File: src/rtl/wb_stage_reg.sv
// wb_stage_reg: MEM/WB pipeline register with load extraction, write-back mux and optional retired-instruction counter.
// Define WB_INSTRET_EN to build the instret counter; otherwise instret_out is tied to 0.
module wb_stage_reg #(
    parameter int XLEN       = 32,
    parameter int REG_ADDR_W = 5,
    parameter int CNT_W      = 64
) (
    input  logic                  clk,
    input  logic                  rst,
    input  logic                  stall_in,
    input  logic                  flush_in,
    input  logic                  mem_valid_in,
    input  logic [XLEN-1:0]       alu_result_in,
    input  logic [XLEN-1:0]       read_data_in,
    input  logic [XLEN-1:0]       pc_plus_4_in,
    input  logic [REG_ADDR_W-1:0] rd_addr_in,
    input  logic                  reg_write_in,
    input  logic [1:0]            wb_sel_in,
    input  logic [2:0]            load_funct3_in,
    output logic [XLEN-1:0]       wb_write_data_out,
    output logic [REG_ADDR_W-1:0] wb_rd_addr_out,
    output logic                  wb_reg_write_en_out,
    output logic                  wb_valid_out,
    output logic [CNT_W-1:0]      instret_out
);
    logic [31:0]     ld_word;
    logic [7:0]      ld_byte;
    logic [15:0]     ld_half;
    logic [XLEN-1:0] ld_data;
    logic [XLEN-1:0] wb_data;
    logic            capture;
    logic            unused_ok;

    assign unused_ok = ^{alu_result_in, read_data_in};

    always_comb begin
        ld_word = read_data_in[31:0];
        ld_byte = 8'(ld_word >> {alu_result_in[1:0], 3'b000});
        ld_half = alu_result_in[1] ? ld_word[31:16] : ld_word[15:0];
        ld_data = load_funct3_in == 3'b000 ? XLEN'($signed(ld_byte)) :
                  load_funct3_in == 3'b001 ? XLEN'($signed(ld_half)) :
                  load_funct3_in == 3'b100 ? XLEN'(ld_byte) :
                  load_funct3_in == 3'b101 ? XLEN'(ld_half) :
                                             XLEN'($signed(ld_word));
        wb_data = wb_sel_in == 2'b01 ? ld_data :
                  wb_sel_in == 2'b10 ? pc_plus_4_in : alu_result_in;
    end

    assign capture = !flush_in && !stall_in;

    always_ff @(posedge clk) begin
        if (rst || flush_in) begin
            wb_write_data_out   <= '0;
            wb_rd_addr_out      <= '0;
            wb_reg_write_en_out <= 1'b0;
            wb_valid_out        <= 1'b0;
        end else if (capture) begin
            wb_write_data_out   <= wb_data;
            wb_rd_addr_out      <= rd_addr_in;
            wb_reg_write_en_out <= mem_valid_in && reg_write_in && (rd_addr_in != '0);
            wb_valid_out        <= mem_valid_in;
        end
    end

`ifdef WB_INSTRET_EN
    // Counts on the same edge as the capture so it never lags wb_valid_out.
    always_ff @(posedge clk) begin
        if (rst)
            instret_out <= '0;
        else if (capture && mem_valid_in)
            instret_out <= instret_out + 1'b1;
    end
`else
    assign instret_out = '0;
`endif
endmodule

File: config.mk
export PLATFORM = sky130hd
export DESIGN_NAME = wb_stage_reg
export DESIGN_NICKNAME = d
export VERILOG_FILES = /design/src/rtl/wb_stage_reg.sv
export SDC_FILE = /design/constraint.sdc
export NUM_CORES = 1
export LEC_CHECK = 0
export CORE_UTILIZATION = 37
export CTS_CLUSTER_SIZE = 40
export DETAILED_ROUTE_END_ITERATION = 8
export PLACE_DENSITY = 0.86
export SYNTH_ARGS = -nofsm -noshare
export SYNTH_HDL_FRONTEND = slang
export SYNTH_SLANG_ARGS = --single-unit
File: constraint.sdc
create_clock -name clk -period 2 [get_ports clk]
set_input_delay 0.4 -clock clk [delete_from_list [all_inputs] [get_ports clk]]
set_output_delay 0.4 -clock clk [all_outputs]
set_load 0.05 [all_outputs]
==> results of run 1 <==
[metrics by stage]
stage                     instances  total power [mW]  area [um2]  util [%]  hold WS [ns]
after floorplan                 447             1.635        3563         -        0.5360
after global placement          650             1.949        4840     55.50        0.4407
after detailed placement        650             1.961        4840     55.50        0.4481
after CTS                       658             2.481        4921     56.43        0.4611
after global routing            658             2.591        4921     56.43        0.4944
final                           658             2.470        4921     56.43        0.4623
[registers in the layout, indices dropped and copies added, names as in the netlist]
| register | flops |
|---|---|
| wb_write_data_out | 32 |
| wb_rd_addr_out | 5 |
| wb_reg_write_en_out | 1 |
| wb_valid_out | 1 |
[cell families after synthesis]
kind of cell / count (synthesis)
buffers and inverters: 98
AND/OR/NAND/NOR: 82
multiplexers: 42
other: 1
XOR/XNOR: 1
flip-flops: 39
AO/OA/AOI/OAI: 121
[final cells by class]
cell class | count | area [um2] | area share, %
multi-input cells | 310 | 2090 | 42.46
repair buffers | 191 | 1827 | 37.12
flip-flops and latches | 39 | 780.7 | 15.87
well taps | 108 | 135.1 | 2.746
clock buffers | 7 | 76.32 | 1.551
inverters | 2 | 7.507 | 0.1526
clock inverters | 1 | 5.005 | 0.1017
[worst min-delay path by stage]
stage,depth (start not counted),slack [ns],to
CTS,2,0.46,wb_reg_write_en_out
detailed placement,2,0.45,wb_valid_out
global placement,2,0.44,wb_reg_write_en_out
floorplan,2,0.54,wb_valid_out
global route,2,0.49,wb_reg_write_en_out
finish,2,0.46,wb_reg_write_en_out
[power by group through the flow]
stage	clock network, mW	logic [mW]	registers, mW
finish	0.521	1.12	0.826
global route	0.577	1.18	0.830
CTS	0.533	1.12	0.826
detailed placement	0	1.12	0.844
global placement	0	1.11	0.843
floorplan	0	0.682	0.954
[placed cells by master, fill, tap and decap left out, types with 2 or more instances in the layout]
cell | Yosys | layout
sky130_fd_sc_hd__o221a_1 | 8 | 8
sky130_fd_sc_hd__mux4_2 | 2 | 2
sky130_fd_sc_hd__mux2_2 | 8 | 8
sky130_fd_sc_hd__a22o_1 | 6 | 6
sky130_fd_sc_hd__clkdlybuf4s50_1 | 0 | 148
sky130_fd_sc_hd__a22oi_1 | 5 | 5
sky130_fd_sc_hd__o221ai_1 | 14 | 14
sky130_fd_sc_hd__clkbuf_1 | 10 | 2
sky130_fd_sc_hd__o221a_2 | 5 | 5
sky130_fd_sc_hd__mux2_1 | 14 | 14
sky130_fd_sc_hd__nand2b_1 | 4 | 4
sky130_fd_sc_hd__mux2i_1 | 18 | 18
sky130_fd_sc_hd__nor2b_1 | 9 | 9
sky130_fd_sc_hd__a32o_1 | 2 | 2
sky130_fd_sc_hd__nand4_1 | 4 | 4
sky130_fd_sc_hd__a311oi_1 | 5 | 5
sky130_fd_sc_hd__a21boi_2 | 4 | 4
sky130_fd_sc_hd__buf_12 | 1 | 2
sky130_fd_sc_hd__o21ai_0 | 7 | 7
sky130_fd_sc_hd__o311a_1 | 3 | 3
sky130_fd_sc_hd__nor3_1 | 4 | 4
sky130_fd_sc_hd__nand2_2 | 2 | 2
sky130_fd_sc_hd__nand2_1 | 32 | 32
sky130_fd_sc_hd__a211oi_1 | 6 | 6
sky130_fd_sc_hd__o22ai_1 | 3 | 3
sky130_fd_sc_hd__a21oi_2 | 2 | 2
sky130_fd_sc_hd__buf_4 | 68 | 40
sky130_fd_sc_hd__clkbuf_8 | 0 | 5
sky130_fd_sc_hd__or2_1 | 2 | 2
sky130_fd_sc_hd__o22a_1 | 7 | 7
sky130_fd_sc_hd__a31oi_1 | 3 | 3
sky130_fd_sc_hd__conb_1 | 1 | 64
sky130_fd_sc_hd__dfxtp_1 | 39 | 39
sky130_fd_sc_hd__a211oi_2 | 6 | 6
sky130_fd_sc_hd__a21oi_1 | 31 | 31
sky130_fd_sc_hd__nand3_1 | 6 | 6
sky130_fd_sc_hd__nor2_1 | 16 | 16
[routing by layer]
layer  share of wire [%]  vias to the layer above  routed length (um)  GRT usage, %
met4                 1.1                        0                 120         5.396
met2                  51                      159                5541         40.41
met3                 6.9                       13                 755         4.769
met1                  41                     1624                4550         27.96
met5                   0                        -                   0             0
li1                    -                     1635                   -             -
==> impl_metrics.py, run 1 <==
metrics = {
    "setup_path": {
        "cpMaxStageDelayCell": "sky130_fd_sc_hd__clkdlybuf4s50_1",
        "critical_path.endpoint": "wb_write_data_out[22]",
        "critical_path_depth": 1,
        "timing.critical_path.required_ns": 1.60,
        "endpoint_kind": "primary output",
        "crit_path_cell_trace": "clkdlybuf4s50_1",
        "minimum_setup_slack_among_reg_to_reg_paths_ns": 1.08,
        "timing.critical_path.from": "wb_write_data_out[22]",
        "worstSetupStartpointType": "register",
        "critical-path-top-delay-family": "buffers and inverters",
        "crit_path_max_fo": 2,
        "cpPeakStageDelay_ns": 0.82,
        "cp.buffers_inverters": 1,
        "worst_r2r_path_depth": 2,
        "r2r_end": "wb_write_data_out[8]",
        "r2r-start": "wb_write_data_out[8]",
        "setup.worst_path.class": "register to primary output",
        "data_arrival_time_of_the_critical_path_ns": 1.48,
    },
    "cells_and_area": {
        "drive_above_1_share_pct": 14.91,
        "layout_area_growth_over_synthesis_pct": 47.91,
        "fillerInstances": 823,
        "layout.nets": 661,
        "n_antenna_cell": 0,
    },
    "cts": {
        "cts_tree": "yes",
        "post_cts_hold_buffer_count": 0,
        "clock-sinks": 39,
        "cts-htree-levels": 2,
        "post_cts_buffers": 0,
        "clk-insertion-delay-late_ns": 0.29,
        "cts_inserted_buffers": 5,
        "clockBufferDepth": 2,
        "ctsRootBufferMaster": "sky130_fd_sc_hd__clkbuf_8",
        "post_cts_resize_count": 0,
        "worst_setup_hold_path_clk_slew_ns": 0.08,
    },
    "floorplan": {
        "core_um2": 8721,
        "die_width_um": 96.83,
        "die_area_um2": 9375,
        "die_h_um": 96.83,
        "std_cell_rows": 34,
        "pin_count": 215,
        "initial_core_util_pct": 38.15,
    },
    "logic_synthesis": {
        "synth.top_cells.by_area": "sky130_fd_sc_hd__dfxtp_1 (23%), sky130_fd_sc_hd__buf_4 (15%), sky130_fd_sc_hd__mux2i_1 (5.4%), sky130_fd_sc_hd__mux2_1 (4.7%), sky130_fd_sc_hd__a21oi_1 (4.7%)",
        "ys_ff_latch": 39,
        "synth-xor-area-share_pct": 0.4889,
        "post-synth-top-area-cell": "sky130_fd_sc_hd__dfxtp_1",
        "syn_area_per_cell_um2": 8.664,
        "main_combinational_cell_family_by_area_after_synthesis": "compound AO/OA/AOI/OAI gates",
        "yosys_warnings": 0,
        "synth_simple_gate_area_share_pct": 11.66,
        "asyncSetResetFlopFracSynth_pct": 0,
        "most_frequently_used_cell_type_in_the_post_synthesis_netlist": "sky130_fd_sc_hd__buf_4",
        "yosysUniqueCellTypes": 48,
        "synthesis.instances": 384,
        "synth_top_flop_cell": "sky130_fd_sc_hd__dfxtp_1",
        "synth.mux.area_fraction_pct": 14.22,
        "synth_compound_gate_area_share_pct": 29.22,
        "synth.cells.most_frequent": "sky130_fd_sc_hd__buf_4 (68), sky130_fd_sc_hd__dfxtp_1 (39), sky130_fd_sc_hd__nand2_1 (32)",
        "synth-seq-area-share_pct": 23.47,
        "synth-edff-count": 0,
        "synth_adder_area_share_pct": 0,
        "synth.top_cell.area_share_pct": 23.47,
        "netlist_area_um2": 3327,
    },
    "power_and_ir_drop": {
        "power_frac_comb_pct": 45.5,
        "irDropWorstVdd_uv": 294.9,
        "netSwitchingPower_uw": 973.7,
        "p_clk_share_pct": 21.1,
        "sequential_share_of_power_pct": 33.4,
        "static-leakage-power_nw": 1.913,
        "cell_pwr_density_nw_per_um2": 502.0,
        "power.share.switching_pct": 39.42,
        "internal_power_mw": 1.497,
    },
    "sta": {
        "finalSetupViolations": 0,
        "final.setup_skew_ns": 0,
        "grt_setup_unrepaired": "no",
        "worst_slew_margin_rel_pct": 64.06,
        "final_worst_path_period_share_pct": 93.94,
        "worstMarginPinSlew_ns": 0.5374,
        "number_of_slew_limit_violations_in_the_final_report": 0,
        "post-route-worst-setup-slack_ns": 0.1212,
        "setup_tns_ns": 0,
        "post-route-min-period_ns": 1.879,
        "fmax_mhz": 532.2,
        "hold_vio_cnt_final": 0,
    },
    "run": {
        "maxCapViolCount": 0,
    },
    "global_route": {
        "initial_antenna_violation_count": 0,
        "grt_max_degree": 36,
        "global_route_wire_length_before_repair_mm": 17.09,
        "grt_overflow": 0,
        "grt_use_total_pct": 22.78,
        "grt_pass1_vias": 3346,
    },
    "route": {
        "dr_total_vias": 3431,
        "detail_route.drc_violations": 0,
        "dr.pass1.iters": 4,
        "wl_per_cell_um": 16.67,
        "final_wirelength_mm": 10.97,
        "postRouteAntennaNets": 0,
        "route.detailed.vias_per_inst": 5.214,
        "drt_iter0_markers": 201,
    },
    "worst_hold_path": {
        "min_path_type": "register to register",
        "timing.hold.worst.start": "wb_reg_write_en_out",
    },
    "place": {
        "buffer_ports.inserted": 150,
        "dpl_worst_slack_ns": -0.1744,
        "hpwl_mm": 8.984,
        "gp_weighted_congestion": 0.9047,
    },
    "status": {
        "status": "finished clean",
    },
}
Power figures use the tool's default switching activity.
==> inputs of run 2 (changes only) <==
--- a/constraint.sdc
+++ b/constraint.sdc
@@ -3,2 +3,2 @@
 set_output_delay 0.4 -clock clk [all_outputs]
-set_load 0.05 [all_outputs]
+set_load 0.005 [all_outputs]
==> impl_metrics.py, run 2 (synthesis results as in run 1) <==
metrics = {
    "floorplan": {
        "core_um2": 8721,
        "pin_count": 215,
        "die_h_um": 96.83,
        "initial_core_util_pct": 38.15,
        "die_area_um2": 9375,
        "std_cell_rows": 34,
        "die_width_um": 96.83,
    },
    "power_and_ir_drop": {
        "netSwitchingPower_uw": 646.2,
        "power.share.switching_pct": 30.16,
        "irDropWorstVdd_uv": 269.2,
        "internal_power_mw": 1.496,
        "cell_pwr_density_nw_per_um2": 434.8,
        "static-leakage-power_nw": 1.910,
        "p_clk_share_pct": 25.0,
        "power.total_mw": 2.142,
        "sequential_share_of_power_pct": 38.6,
        "power_frac_comb_pct": 36.4,
    },
    "place": {
        "post-place-cells": 650,
        "hpwl_mm": 8.996,
        "buffer_ports.inserted": 150,
        "gp_weighted_congestion": 0.9105,
        "place_area_um2": 4842,
    },
    "global_route": {
        "grt_use_total_pct": 23.39,
        "global_route_wire_length_before_repair_mm": 17.57,
        "grt_max_degree": 36,
        "grt_pass1_vias": 3507,
        "grt_overflow": 0,
        "initial_antenna_violation_count": 0,
    },
    "route": {
        "dr.pass1.iters": 4,
        "dr_total_vias": 3462,
        "final_wirelength_mm": 10.92,
        "met2_wirelength_mm": 5.583,
        "met3_wirelength_um": 755,
        "detail_route.drc_violations": 0,
        "wl_per_cell_um": 16.59,
        "m1WireLength_mm": 4.480,
        "drt_iter0_markers": 143,
        "route.detailed.vias_per_inst": 5.261,
        "top_signal_layer_used": "met4",
        "postRouteAntennaNets": 0,
    },
    "sta": {
        "final_worst_path_period_share_pct": 90.61,
        "hold_vio_cnt_final": 0,
        "post-route-min-period_ns": 1.812,
        "fmax_mhz": 551.8,
        "number_of_slew_limit_violations_in_the_final_report": 0,
        "grt_setup_unrepaired": "no",
        "finalSetupViolations": 0,
        "final.setup_skew_ns": 0,
    },
    "cells_and_area": {
        "multi_input_comb_area_um2": 2090,
        "biggestRegsByFlops": "wb_write_data_out: 32 flops, wb_rd_addr_out: 5 flops",
        "layout.cells.non_filler": 658,
        "flip_flop_count_of_the_largest_register_all_copies_and_words_added": 32,
        "layout.cells.most_common_list": "sky130_fd_sc_hd__clkdlybuf4s50_1 (149), sky130_fd_sc_hd__conb_1 (64), sky130_fd_sc_hd__buf_4 (39), sky130_fd_sc_hd__dfxtp_1 (39), sky130_fd_sc_hd__nand2_1 (32)",
        "layout.nets": 661,
        "finish.utilization_pct": 56.50,
        "largest_register": "wb_write_data_out",
        "fillerInstances": 783,
        "postLayoutCellArea_um2": 4927,
        "n_antenna_cell": 0,
        "most_common_cell_after_layout_fill_and_taps_aside": "sky130_fd_sc_hd__clkdlybuf4s50_1",
        "drive_above_1_share_pct": 14.91,
        "regArea_um2": 780.7,
        "layout_area_growth_over_synthesis_pct": 48.10,
    },
    "cts": {
        "cts_inserted_buffers": 5,
        "ctsRootBufferMaster": "sky130_fd_sc_hd__clkbuf_8",
        "cts_tree": "yes",
        "post_cts_buffers": 0,
        "post_cts_hold_buffer_count": 0,
        "cts-htree-levels": 2,
        "post_cts_resize_count": 0,
        "clockBufferDepth": 2,
        "clock-sinks": 39,
        "clk-insertion-delay-late_ns": 0.29,
        "worst_setup_hold_path_clk_slew_ns": 0.07,
    },
    "setup_path": {
        "worstSetupStartpointType": "primary input",
        "data_arrival_time_of_the_critical_path_ns": 2.00,
        "timing.critical_path.required_ns": 2.18,
        "setup.worst_path.class": "primary input to register",
        "crit_path_max_fo": 4,
        "endpoint_kind": "register",
    },
    "status": {
        "status": "finished clean",
    },
    "worst_hold_path": {
        "min_path_type": "register to register",
    },
    "run": {
        "maxCapViolCount": 0,
    },
}
## run 2: stage by stage
stage / setup WS (ns) / setup TNS (ns) / hold slack (ns)
after floorplan: 0.4857 / 0 / 0.4483
after global placement: -0.08203 / -0.4365 / 0.4408
after detailed placement: -0.1018 / -0.7238 / 0.4493
after CTS: 0.2027 / 0 / 0.4633
after global routing: 0.1476 / 0 / 0.5131
final: 0.1878 / 0 / 0.4622
## run 2: critical path, stage by stage
cell and delay [ns]:
sky130_fd_sc_hd__clkdlybuf4s50_1 0.55, sky130_fd_sc_hd__mux4_2 0.59, sky130_fd_sc_hd__nand2_2 0.11, sky130_fd_sc_hd__nand4_1 0.09, sky130_fd_sc_hd__a32o_1 0.26
## run 2: worst paths after layout
kind | start | to | slack (ns) | cells after the start
worst max-delay path | alu_result_in[0] | wb_write_data_out[15] | 0.19 | 5
worst min register to register | wb_valid_out | wb_valid_out | 0.46 | 2
worst min-delay path | wb_valid_out | wb_valid_out | 0.46 | 2
worst max register to register | wb_write_data_out[8] | wb_write_data_out[8] | 1.06 | 2
## run 2: final cells by class
| cell class | instances | share of cell area [%] |
|---|---|---|
| Multi-Input combinational cell | 310 | 42.41 |
| Timing Repair Buffer | 191 | 37.13 |
| Sequential cell | 39 | 15.85 |
| Tap cell | 108 | 2.743 |
| Clock buffer | 6 | 1.473 |
| Clock inverter | 2 | 0.2539 |
| Inverter | 2 | 0.1524 |
## run 2: power groups by stage
stage | registers (mW) | clock network (mW) | logic, mW
after CTS | 0.826 | 0.551 | 0.779
after global placement | 0.843 | 0 | 0.765
after floorplan | 0.845 | 0 | 0.441
after detailed placement | 0.844 | 0 | 0.774
final | 0.826 | 0.536 | 0.780
after global routing | 0.830 | 0.604 | 0.844
## run 2: layer usage
metal / global-route usage (%) / vias up
met5: 0 / -
met4: 4.248 / 0
met3: 5.058 / 8
met2: 43.01 / 156
met1: 27.88 / 1657
li1: - / 1641
